--- config.mk ---
export PLATFORM = sky130hd
export DESIGN_NAME = jump_ctrl
export DESIGN_NICKNAME = d
export VERILOG_FILES = /design/src/rtl/jump_pkg.sv /design/src/rtl/jump_ctrl_ret_stack.sv /design/src/rtl/jump_ctrl.sv
export SDC_FILE = /design/constraint.sdc
export NUM_CORES = 1
export LEC_CHECK = 0
export CAP_MARGIN = 15
export CELL_PAD_IN_SITES_DETAIL_PLACEMENT = 0
export CELL_PAD_IN_SITES_GLOBAL_PLACEMENT = 1
export CORE_AREA = 2 2 66 130
export CTS_CLUSTER_DIAMETER = 100
export DETAILED_ROUTE_END_ITERATION = 6
export DIE_AREA = 0 0 68 132
export PLACE_DENSITY_LB_ADDON = 0.1
export REMOVE_ABC_BUFFERS = 1
export SYNTH_ARGS = -nofsm -noshare
export SYNTH_HDL_FRONTEND = slang
export SYNTH_SLANG_ARGS = --single-unit
--- constraint.sdc ---
create_clock -name clk -period 2.95 [get_ports clk]
set_input_delay 0.59 -clock clk [delete_from_list [all_inputs] [get_ports clk]]
set_output_delay 0.59 -clock clk [all_outputs]
set_load 0.005 [all_outputs]
--- src/rtl/jump_pkg.sv ---
// Shared types and constants for the jump controller: branch class encoding and
// the jump-target table (also the reset image when JUMP_LUT_WR_EN is defined).
package jump_pkg;

  typedef enum logic [2:0] {
    BR_NONE = 3'd0,
    BR_BRZ  = 3'd1,
    BR_JMP  = 3'd2,
    BR_CALL = 3'd3,
    BR_RET  = 3'd4
  } br_op_t;

  localparam int D_DEF     = 12;
  localparam int LUT_W_DEF = 5;
  localparam int LUT_N_DEF = 1 << LUT_W_DEF;

  // BRZ entries are two's-complement offsets, JMP/CALL entries absolute addresses.
  localparam logic [D_DEF-1:0] JUMP_LUT [LUT_N_DEF] = '{
    12'h000, 12'h004, 12'h010, 12'h0F0, 12'hFFC, 12'h200, 12'h3A0, 12'h07E,
    12'h100, 12'hFF8, 12'h0A5, 12'h5A5, 12'h800, 12'h7FF, 12'hFFF, 12'h001,
    12'h020, 12'h040, 12'h080, 12'h123, 12'h456, 12'h789, 12'hABC, 12'hDEF,
    12'h0C0, 12'hF00, 12'h00F, 12'h0FF, 12'h333, 12'h666, 12'h999, 12'hCCC
  };

endpackage

--- src/rtl/jump_ctrl_ret_stack.sv ---
// Hardware return-address stack; push when full and pop when empty are ignored.
module ret_stack #(
  parameter int D         = 12,
  parameter int RAS_DEPTH = 4
) (
  input  logic         clk,
  input  logic         reset,
  input  logic         push,
  input  logic         pop,
  input  logic [D-1:0] push_data,
  output logic [D-1:0] top,
  output logic         empty,
  output logic         full
);

  localparam int SP_W  = $clog2(RAS_DEPTH + 1);
  localparam int IDX_W = (RAS_DEPTH > 1) ? $clog2(RAS_DEPTH) : 1;

  logic [SP_W-1:0]  sp;
  logic [D-1:0]     mem [RAS_DEPTH];
  logic [IDX_W-1:0] wr_idx;
  logic [IDX_W-1:0] top_idx;

  assign empty   = (sp == '0);
  assign full    = (sp == SP_W'(RAS_DEPTH));
  assign wr_idx  = IDX_W'(sp);
  assign top_idx = IDX_W'(sp - SP_W'(1));
  assign top     = empty ? '0 : mem[top_idx];

  always_ff @(posedge clk) begin
    if (reset) begin
      sp <= '0;
      for (int i = 0; i < RAS_DEPTH; i++) mem[IDX_W'(i)] <= '0;
    end else if (push && !full) begin
      mem[wr_idx] <= push_data;
      sp          <= sp + SP_W'(1);
    end else if (pop && !empty) begin
      // Popped entry is left in place; only the pointer moves.
      sp <= sp - SP_W'(1);
    end
  end

endmodule

--- src/rtl/jump_ctrl.sv ---
// Control-flow resolver feeding the program counter: LUT-based jumps/branches plus CALL/RET stack.
// Define JUMP_LUT_WR_EN to make the jump table writable (reset reloads the package image).
module jump_ctrl
  import jump_pkg::*;
#(
  parameter int D         = D_DEF,
  parameter int LUT_W     = LUT_W_DEF,
  parameter int RAS_DEPTH = 4
) (
  input  logic             clk,
  input  logic             reset,
  input  logic [2:0]       br_op,
  input  logic             zero_flag,
  input  logic [LUT_W-1:0] lut_idx,
  input  logic [D-1:0]     prog_ctr,
`ifdef JUMP_LUT_WR_EN
  input  logic             lut_we,
  input  logic [LUT_W-1:0] lut_waddr,
  input  logic [D-1:0]     lut_wdata,
`endif
  output logic             branch_en,
  output logic             reljump_en,
  output logic             absjump_en,
  output logic [D-1:0]     target,
  output logic             ras_empty,
  output logic             ras_full,
  output logic             ras_err
);

  localparam int LUT_N = 1 << LUT_W;

  logic [D-1:0] lut_val;
  logic [D-1:0] ras_top;
  logic         push;
  logic         pop;
  br_op_t       op;

`ifdef JUMP_LUT_WR_EN
  logic [D-1:0] lut_q [LUT_N];

  always_ff @(posedge clk) begin
    if (reset) begin
      for (int i = 0; i < LUT_N; i++) lut_q[LUT_W'(i)] <= D'(JUMP_LUT[LUT_W_DEF'(i)]);
    end else if (lut_we) begin
      lut_q[lut_waddr] <= lut_wdata;
    end
  end

  assign lut_val = lut_q[lut_idx];
`else
  assign lut_val = D'(JUMP_LUT[LUT_W_DEF'(lut_idx)]);
`endif

  always_comb begin
    case (br_op)
      3'd1:    op = BR_BRZ;
      3'd2:    op = BR_JMP;
      3'd3:    op = BR_CALL;
      3'd4:    op = BR_RET;
      default: op = BR_NONE;
    endcase
  end

  assign push = (op == BR_CALL);
  assign pop  = (op == BR_RET);

  ret_stack #(
    .D         (D),
    .RAS_DEPTH (RAS_DEPTH)
  ) u_ret_stack (
    .clk       (clk),
    .reset     (reset),
    .push      (push),
    .pop       (pop),
    .push_data (prog_ctr + D'(1)),
    .top       (ras_top),
    .empty     (ras_empty),
    .full      (ras_full)
  );

  always_comb begin
    branch_en  = 1'b0;
    reljump_en = 1'b0;
    absjump_en = 1'b0;
    target     = '0;
    case (op)
      BR_BRZ: begin
        if (zero_flag) begin
          branch_en  = 1'b1;
          reljump_en = 1'b1;
          target     = lut_val;
        end
      end
      BR_JMP, BR_CALL: begin
        branch_en  = 1'b1;
        absjump_en = 1'b1;
        target     = lut_val;
      end
      BR_RET: begin
        // Empty stack: fall through rather than jump to a stale entry.
        if (!ras_empty) begin
          branch_en  = 1'b1;
          absjump_en = 1'b1;
          target     = ras_top;
        end
      end
      default: ;
    endcase
  end

  always_ff @(posedge clk) begin
    if (reset) begin
      ras_err <= 1'b0;
    end else if ((push && ras_full) || (pop && ras_empty)) begin
      ras_err <= 1'b1;
    end
  end

endmodule

==> summary.md, run 1 <==
| Metric | Value |
|---|---|
| GRT overflow | 0 |
| Crit path arrival time | 2.28 ns |
| Port Buffer Count | 40 |
| Post-synthesis cell count | 331 |
| Fin. Hold Viols | 0 |
| Leading cell type in the layout, fill and taps excluded | sky130_fd_sc_hd__buf_4 |
| Clk Latency, worst-skew pair | 0.29 ns |
| Top cells by area, synth | sky130_fd_sc_hd__edfxtp_1 (42%), sky130_fd_sc_hd__mux4_2 (7.9%), sky130_fd_sc_hd__nor2_1 (4.7%) |
| Leakage Power | 1.87 nW |
| Antenna viol nets, final | 0 |
| Total power divided by cell area | 416 mW/mm2 |
| Part of the Yosys area used for sequential elements | 0.446 |
| Cell at the root of the clock tree | sky130_fd_sc_hd__clkbuf_16 |
| Cts hold-fix bufs | 0 |
| Initial Utilization | 0.430 |
| Outcome | finished, final reports clean |
| Wire length of the first global-routing pass | 15400 um |
| First-iteration detailed-routing DRC count | 170 |
| Required time of the worst setup path | 2.36 ns |
| R2R Path Start | u_ret_stack.sp[0] |
| Cell accounting for the most synthesized area | sky130_fd_sc_hd__edfxtp_1 |
| Total wire length | 9940 um |
| Mean instance size in the synthesized netlist | 10.3 um2 |
| Max-slew headroom | 0.675 |
| Post-route DRC | 0 |
| Worst setup endpoint | target[2] |
| Top FF cell, synth | sky130_fd_sc_hd__edfxtp_1 |
| Largest net degree at the start of global routing | 21 |
| Count of antenna diodes in the layout | 0 |
| Launching element of the worst setup path | lut_idx[3] |
| Number of optimization iterations in the first detailed-route pass | 4 |
| Placer congestion estimate | 0.902 |
| Max FO, Critical Path | 18 |
| Total power of the final layout | 1.91 mW |
| Vias | 2940 |
| Number of max-cap violations | 0 |
| HPWL after detailed placement | 7550 um |
| Post-layout net count | 454 |
| Total setup violations reported at the end of the flow | 0 |
| Highest clock rate | 349 MHz |
| Number of warnings reported in the yosys synthesis log | 0 |
| Chip width | 68 um |
| Clock tree from TritonCTS | built |
| Worst setup skew after layout | 0.00628 ns |
| Setup repair after global routing missed its margin | no |
| Type of origin of the critical path | input port |
| Avg Vias per Cell | 5.70 |
| I/O Pins | 41 |
| Yosys cell types | 63 |
| Clock slew seen by the registers of the worst setup and hold paths | 0.07 ns |
| Row cnt | 46 |
| Transition at the pin with the smallest max-transition slack | 0.487 ns |
| Fraction of layout cells with a size suffix above 1 | 0.264 |
| Worst r2r path cells | 9 |
| Gr usage total | 0.231 |
| Reg-to-reg critical path endpoint | u_ret_stack.sp[2] |
| Total instance count after detailed placement | 505 |
| Area of the core | 0.00794 mm2 |
| Max-slew violations | 0 |
| Total number of H-tree levels | 2 |
| Critical Setup Path Class | in -> out |
| Antenna violations before repair | 0 |
| Summed instance area of the synthesized netlist | 0.00341 mm2 |
| Total Negative Setup Slacks | 0 ns |
| Most frequent cells in the layout | sky130_fd_sc_hd__buf_4 (50), sky130_fd_sc_hd__edfxtp_1 (48), sky130_fd_sc_hd__nor2_1 (42) |
| Share of synthesized flip-flops with an asynchronous set or reset | 0 |
| Kind of path behind the tightest hold check | reg -> reg |
| Post-route clock period utilization | 0.972 |
| Area delta synth->final | 34.3% |
| Type of destination of the critical path | output port |
| Yosys top cell area share | 0.422 |
| Post-route minimum period | 2.87 ns |
| Vertical extent of the die | 132 um |
| Total clock buffers created by CTS | 5 |
| Number of synthesized register bits | 52 |
| Cell area after layout | 0.00458 mm2 |
| Worst ir drop on vdd | 0.353 mV |
| R2r setup slk | 0.71 ns |
| DIE AREA | 0.00898 mm2 |
| Vias in the first global route | 2973 |
| Final standard cell count with taps included and fillers excluded | 516 |
| Clock Tree Buf Depth | 2 |
| Wire length per cell | 19.3 um |
| Instance area after placement | 0.00431 mm2 |
| Count of flip-flops with a built-in enable after synthesis | 48 |
| CTS Sinks | 52 |
-- sequential cells by signal (all words and copies together), names as in the netlist --
name,cells
u_ret_stack.mem,48
u_ret_stack.sp,3
ras_err,1
-- how the worst min path moves through the flow --
stage / start / endpoint / depth (start not counted)
final: ras_err / ras_err / 2
after global routing: ras_err / ras_err / 2
after floorplan: ras_err / ras_err / 2
after CTS: ras_err / ras_err / 2
after global placement: ras_err / ras_err / 2
after detailed placement: ras_err / ras_err / 2
-- report_power, final --
group          switching, mW  internal, mW  leakage [nW]
registers            0.00872         0.833         0.533
logic                  0.205         0.202          1.25
clock network          0.256         0.403        0.0840
total                  0.470          1.44          1.87
-- cells in the mapped netlist, drive strengths merged (5+ instances only) --
master  count
xor2        8
a21oi      17
ha         12
nor3        5
nand4       6
inv        11
clkbuf      7
nand2      29
or2         5
and3        6
nand2b      8
buf        13
nor2       44
edfxtp     48
nand3      16
o21ai      17
mux4       12
nor2b       5
-- worst max-delay path, cell delays in order --
cell and delay (ns):
sky130_fd_sc_hd__clkdlybuf4s50_1 0.45, sky130_fd_sc_hd__buf_12 0.17, sky130_fd_sc_hd__buf_4 0.16, sky130_fd_sc_hd__nand2b_1 0.19, sky130_fd_sc_hd__o21ai_0 0.16, sky130_fd_sc_hd__a21oi_1 0.06
sky130_fd_sc_hd__o31ai_1 0.22, sky130_fd_sc_hd__dlygate4sd2_1 0.27
-- stage by stage --
stage               hold slack [ns]  setup slack [ns]   util
floorplan                     0.460          -0.00717      -
global placement              0.447            -0.512  0.543
detailed placement            0.465            -0.505  0.543
CTS                           0.482            -0.105  0.575
global route                  0.523           0.00792  0.577
finish                        0.479            0.0827  0.577
-- cell type report --
cell class              instances  area, um2
inverters                      12       45.0
repair buffers                101        911
clock buffers                   5        125
multi-input cells             247       1810
clock inverters                 3       47.5
flip-flops and latches         52       1520
fillers                       700       3360
well taps                      96        120
-- cell families (layout without fill, tap and decap cells) --
family	Yosys count	after routing	share of synthesized area
multiplexers	17	17	0.0945
buffers and inverters	32	121	0.0462
AO/OA/AOI/OAI	66	66	0.128
flip-flops	52	52	0.446
AND/OR/NAND/NOR	143	143	0.219
XOR/XNOR	9	9	0.0231
adder cells (fa/ha/maj)	12	12	0.0440
-- per-layer routing --
| metal | share of wire | routed length [um] | track usage |
|---|---|---|---|
| met5 | 0 | 0 | 0 |
| met4 | 0.051 | 506 | 0.112 |
| met3 | 0.023 | 224 | 0.0145 |
| met2 | 0.58 | 5740 | 0.424 |
| met1 | 0.35 | 3470 | 0.251 |
-- timing repair --
| item | CTS | global route |
|---|---|---|
| setup endpoints to repair | 14 | 6 |
| gates cloned | 0 | 1 |
| resized for setup | 40 | 10 |
| pin swaps | 3 | 1 |
| buffers inserted | 2 | 0 |
| endpoints found under the hold margin | 0 | 0 |
Power figures use the tool's default switching activity.
==> run 2, diff against run 1 <==
--- a/config.mk
+++ b/config.mk
@@ -5,14 +5,15 @@
 export SDC_FILE = /design/constraint.sdc
 export NUM_CORES = 1
 export LEC_CHECK = 0
+export ABC_AREA = 1
 export CAP_MARGIN = 15
 export CELL_PAD_IN_SITES_DETAIL_PLACEMENT = 0
 export CELL_PAD_IN_SITES_GLOBAL_PLACEMENT = 1
-export CORE_AREA = 2 2 66 130
+export CORE_AREA = 2 2 68 134
 export CTS_CLUSTER_DIAMETER = 100
 export DETAILED_ROUTE_END_ITERATION = 6
-export DIE_AREA = 0 0 68 132
-export PLACE_DENSITY_LB_ADDON = 0.1
+export DIE_AREA = 0 0 70 136
+export PLACE_DENSITY = 0.79
 export REMOVE_ABC_BUFFERS = 1
 export SYNTH_ARGS = -nofsm -noshare
 export SYNTH_HDL_FRONTEND = slang
==> summary.md, run 2 <==
| Metric | Value |
|---|---|
| First-iteration detailed-routing DRC count | 117 (was 170) |
| Sw Share | 0.258 (was 0.246) |
| Clock Tree Buf Depth | 2 (unchanged) |
| Buffer and inverter count on the worst path | 3 (was 4) |
| Fraction of layout cells with a size suffix above 1 | 0.129 (was 0.264) |
| Max-slew violations | 0 (unchanged) |
| Wire length of the first global-routing pass | 14900 um (was 15400 um) |
| Highest clock rate | 360 MHz (was 349 MHz) |
| Worst setup skew after layout | 0.00271 ns (was 0.00628 ns) |
| Avg Vias per Cell | 5.28 (was 5.70) |
| Total wire length | 9310 um (was 9940 um) |
| Port Buffer Count | 40 (unchanged) |
| Met2 Usage GRT | 0.401 (was 0.424) |
| Type of origin of the critical path | register (was input port) |
| Summed instance area of the synthesized netlist | 0.00337 mm2 (was 0.00341 mm2) |
| Total Negative Setup Slacks | 0 ns (unchanged) |
| Antenna violations before repair | 0 (unchanged) |
| Vias in the first global route | 3161 (was 2973) |
| Count of antenna diodes in the layout | 0 (unchanged) |
| Total instance count after detailed placement | 596 (was 505) |
| Count of flip-flops with a built-in enable after synthesis | 48 (unchanged) |
| Critical Setup Path Class | reg -> out (was in -> out) |
| Internal Dissipation | 1.41 mW (was 1.44 mW) |
| Fin. Hold Viols | 0 (unchanged) |
| Busiest grt layer | met2 (unchanged) |
| Ordered cell list for the critical path | inv_1 -> ha_4 -> buf_6 -> o21ai_0 -> o22ai_1 -> nand2_1 -> nand2_1 -> clkdlybuf4s50_1 (was clkdlybuf4s50_1 -> buf_12 -> buf_4 -> nand2b_1 -> o21ai_0 -> a21oi_1 -> o31ai_1 -> dlygate4sd2_1) |
| Post-layout net count | 538 (was 454) |
| Top FF cell, synth | sky130_fd_sc_hd__edfxtp_1 (unchanged) |
| Max-slew headroom | 0.644 (was 0.675) |
| Kind of path behind the tightest hold check | reg -> reg (unchanged) |
| Outcome | finished, final reports clean (unchanged) |
| Number of max-cap violations | 0 (unchanged) |
| Vertical extent of the die | 136 um (was 132 um) |
| Worst-path cell with the longest stage delay | sky130_fd_sc_hd__clkdlybuf4s50_1 (unchanged) |
| Biggest register | u_ret_stack.mem (unchanged) |
| Total number of H-tree levels | 2 (unchanged) |
| HPWL after detailed placement | 7100 um (was 7550 um) |
| R2r setup slk | 1.11 ns (was 0.71 ns) |
| Gr usage total | 0.203 (was 0.231) |
| Total power of the final layout | 1.90 mW (was 1.91 mW) |
| Switch Pwr | 491 uW (was 470 uW) |
| Largest registers ranked by flip-flop count | u_ret_stack.mem (48), u_ret_stack.sp (3), ras_err (1) (unchanged) |
| Total power divided by cell area | 441 mW/mm2 (was 416 mW/mm2) |
| Wire length per cell | 15.4 um (was 19.3 um) |
| Delay of the slowest critical-path stage | 0.49 ns (was 0.45 ns) |
| Leading cell type in the layout, fill and taps excluded | sky130_fd_sc_hd__nand2_1 (was sky130_fd_sc_hd__buf_4) |
| Yosys cell types | 29 (was 63) |
| Number of synthesized register bits | 52 (unchanged) |
| Most numerous cell in the Yosys netlist | sky130_fd_sc_hd__nand2_1 (was sky130_fd_sc_hd__edfxtp_1) |
| Antenna viol nets, final | 0 (unchanged) |
| Required time of the worst setup path | 2.36 ns (about the same) |
| Part of the power in the clock network | 0.345 (about the same) |
| Crit path arrival time | 2.19 ns (was 2.28 ns) |
| Yosys top cell area share | 0.427 (was 0.422) |
| Most frequent cells in the layout | sky130_fd_sc_hd__nand2_1 (112), sky130_fd_sc_hd__nor2_1 (91), sky130_fd_sc_hd__edfxtp_1 (48) (was sky130_fd_sc_hd__buf_4 (50), sky130_fd_sc_hd__edfxtp_1 (48), sky130_fd_sc_hd__nor2_1 (42)) |
| Max FO, Critical Path | 13 (was 18) |
| Post-route minimum period | 2.78 ns (was 2.87 ns) |
| Post-synthesis cell count | 446 (was 331) |
| Share of the core filled with cells in the final layout | 0.505 (was 0.577) |
| Met3 Usage GRT | 0.0200 (was 0.0145) |
| Share of synthesized flip-flops with an asynchronous set or reset | 0 (unchanged) |
| Top cells by area, synth | sky130_fd_sc_hd__edfxtp_1 (43%), sky130_fd_sc_hd__nand2_1 (13%), sky130_fd_sc_hd__nor2_1 (10%) (was sky130_fd_sc_hd__edfxtp_1 (42%), sky130_fd_sc_hd__mux4_2 (7.9%), sky130_fd_sc_hd__nor2_1 (4.7%)) |
| Total clock buffers created by CTS | 5 (unchanged) |
| Dominant delay contributor by cell family on the critical path | buffers and inverters (unchanged) |
| Top cell types by occurrence after synthesis | sky130_fd_sc_hd__nand2_1 (116), sky130_fd_sc_hd__nor2_1 (93), sky130_fd_sc_hd__edfxtp_1 (48) (was sky130_fd_sc_hd__edfxtp_1 (48), sky130_fd_sc_hd__nor2_1 (43), sky130_fd_sc_hd__nand2_1 (28)) |
| Met1 layer usage reported by global route | 0.186 (was 0.251) |
| Clock tree from TritonCTS | built (unchanged) |
| Area delta synth->final | 27.6% (was 34.3%) |
| Number of flip-flops in the largest register | 48 (unchanged) |
| Leakage Power | 1.95 nW (was 1.87 nW) |
| Placer congestion estimate | 0.948 (was 0.902) |
| Total setup violations reported at the end of the flow | 0 (unchanged) |
| Transition at the pin with the smallest max-transition slack | 0.529 ns (was 0.487 ns) |
| Cts hold-fix bufs | 0 (unchanged) |
| Combinational Power Share | 0.211 (was 0.213) |
| I/O Pins | 41 (unchanged) |
| Clock slew seen by the registers of the worst setup and hold paths | 0.07 ns (about the same) |
| Largest net degree at the start of global routing | 31 (was 21) |
| Area of the core | 0.00853 mm2 (was 0.00794 mm2) |
| Post-route clock period utilization | 0.941 (was 0.972) |
| DIE AREA | 0.00952 mm2 (was 0.00898 mm2) |
| Vias | 3192 (was 2940) |
| Type of destination of the critical path | output port (unchanged) |
| CTS Sinks | 52 (unchanged) |
| Setup repair after global routing missed its margin | no (unchanged) |
| Power share of the sequential group | 0.443 (was 0.441) |
| Mean instance size in the synthesized netlist | 7.57 um2 (was 10.3 um2) |
| GRT overflow | 0 (unchanged) |
| Chip width | 70 um (was 68 um) |
| Crit path top cell by count | sky130_fd_sc_hd__nand2_1 |
| Cell accounting for the most synthesized area | sky130_fd_sc_hd__edfxtp_1 (unchanged) |
| Cell at the root of the clock tree | sky130_fd_sc_hd__clkbuf_16 (unchanged) |
| Clk Latency, worst-skew pair | 0.29 ns (about the same) |
| Row cnt | 48 (was 46) |
| Number of optimization iterations in the first detailed-route pass | 4 (unchanged) |
| Number of warnings reported in the yosys synthesis log | 0 (unchanged) |
| Final standard cell count with taps included and fillers excluded | 604 (was 516) |
| Worst ir drop on vdd | 0.354 mV (was 0.353 mV) |
| Part of the Yosys area used for sequential elements | 0.451 (was 0.446) |
| Post-route DRC | 0 (unchanged) |
| Initial Utilization | 0.396 (was 0.430) |
[run 2: cell types whose count changed in the layout (fill, tap and decap cells not counted), moves of 10 or more]
| cell | previous run | this run |
|---|---|---|
| sky130_fd_sc_hd__nand2_1 | 27 | 112 |
| sky130_fd_sc_hd__nor2_1 | 42 | 91 |
| sky130_fd_sc_hd__buf_4 | 50 | 22 |
| sky130_fd_sc_hd__nand3_1 | 15 | 41 |
| sky130_fd_sc_hd__o21ai_0 | 13 | 34 |
| sky130_fd_sc_hd__inv_1 | 8 | 28 |
| sky130_fd_sc_hd__dlygate4sd2_1 | 14 | 0 |
| sky130_fd_sc_hd__mux4_2 | 12 | 0 |
| sky130_fd_sc_hd__o22ai_1 | 0 | 12 |
| sky130_fd_sc_hd__a21oi_1 | 17 | 7 |
| sky130_fd_sc_hd__clkdlybuf4s50_1 | 22 | 32 |
[run 2: metrics by stage]
step	area (um2)	setup WS (ns)	hold WS (ns)
3_5_place_dp	4060	-0.268	0.460
3_3_place_gp	4060	-0.230	0.459
2_1_floorplan	3260	-0.213	0.465
5_1_grt	4310	0.0260	0.521
6_report	4310	0.174	0.479
4_1_cts	4260	0.00878	0.484
[run 2: power by group through the flow]
stage | clock network [mW] | registers [mW] | logic [mW]
2_1_floorplan | 0 | 0.862 | 0.186
3_3_place_gp | 0 | 0.857 | 0.387
3_5_place_dp | 0 | 0.858 | 0.387
4_1_cts | 0.660 | 0.842 | 0.397
5_1_grt | 0.685 | 0.845 | 0.446
6_report | 0.656 | 0.842 | 0.401
[run 2: worst paths after layout]
kind	start	endpoint	depth (start not counted)
hold reg to reg	ras_err	ras_err	2
setup / recovery	u_ret_stack.sp[1]	target[0]	8
setup reg to reg	u_ret_stack.sp[1]	u_ret_stack.mem[1][7]	8
hold / removal	ras_err	ras_err	2
[run 2: what timing repair did]
item / CTS / global route
pin swaps: 2 / 2
setup buffers: 0 / 0
endpoints found under the setup margin: 12 / 12
resized for setup: 19 / 22
[run 2: cells by family after synthesis]
kind of cell             after synthesis  share of synthesized area
AND/OR/NAND/NOR                      261                      0.324
flip-flops                            52                      0.451
AO/OA/AOI/OAI                         61                     0.0971
buffers and inverters                 56                     0.0734
XOR/XNOR                               4                     0.0104
adder cells (fa/ha/maj)               12                     0.0445
[run 2: tightest hold or removal path, cell delays in order, from the launching register on]
cell	delay, ns
sky130_fd_sc_hd__dfxtp_1	0.32
sky130_fd_sc_hd__o21ai_0	0.08
sky130_fd_sc_hd__inv_1	0.05
[run 2: per-layer routing]
layer,part of all wire,wire length (um)
met1,0.33,3100
met2,0.59,5450
met3,0.031,285
met4,0.051,471
met5,0,0
[run 2: area by class of cell]
type / count / area [um2]
Clock buffer: 6 / 129
Inverter: 36 / 139
Fill cell: 842 / 4220
Clock inverter: 2 / 38.8
Timing Repair Buffer: 70 / 679
Tap cell: 100 / 125
Sequential cell: 52 / 1520
Multi-Input combinational cell: 338 / 1670
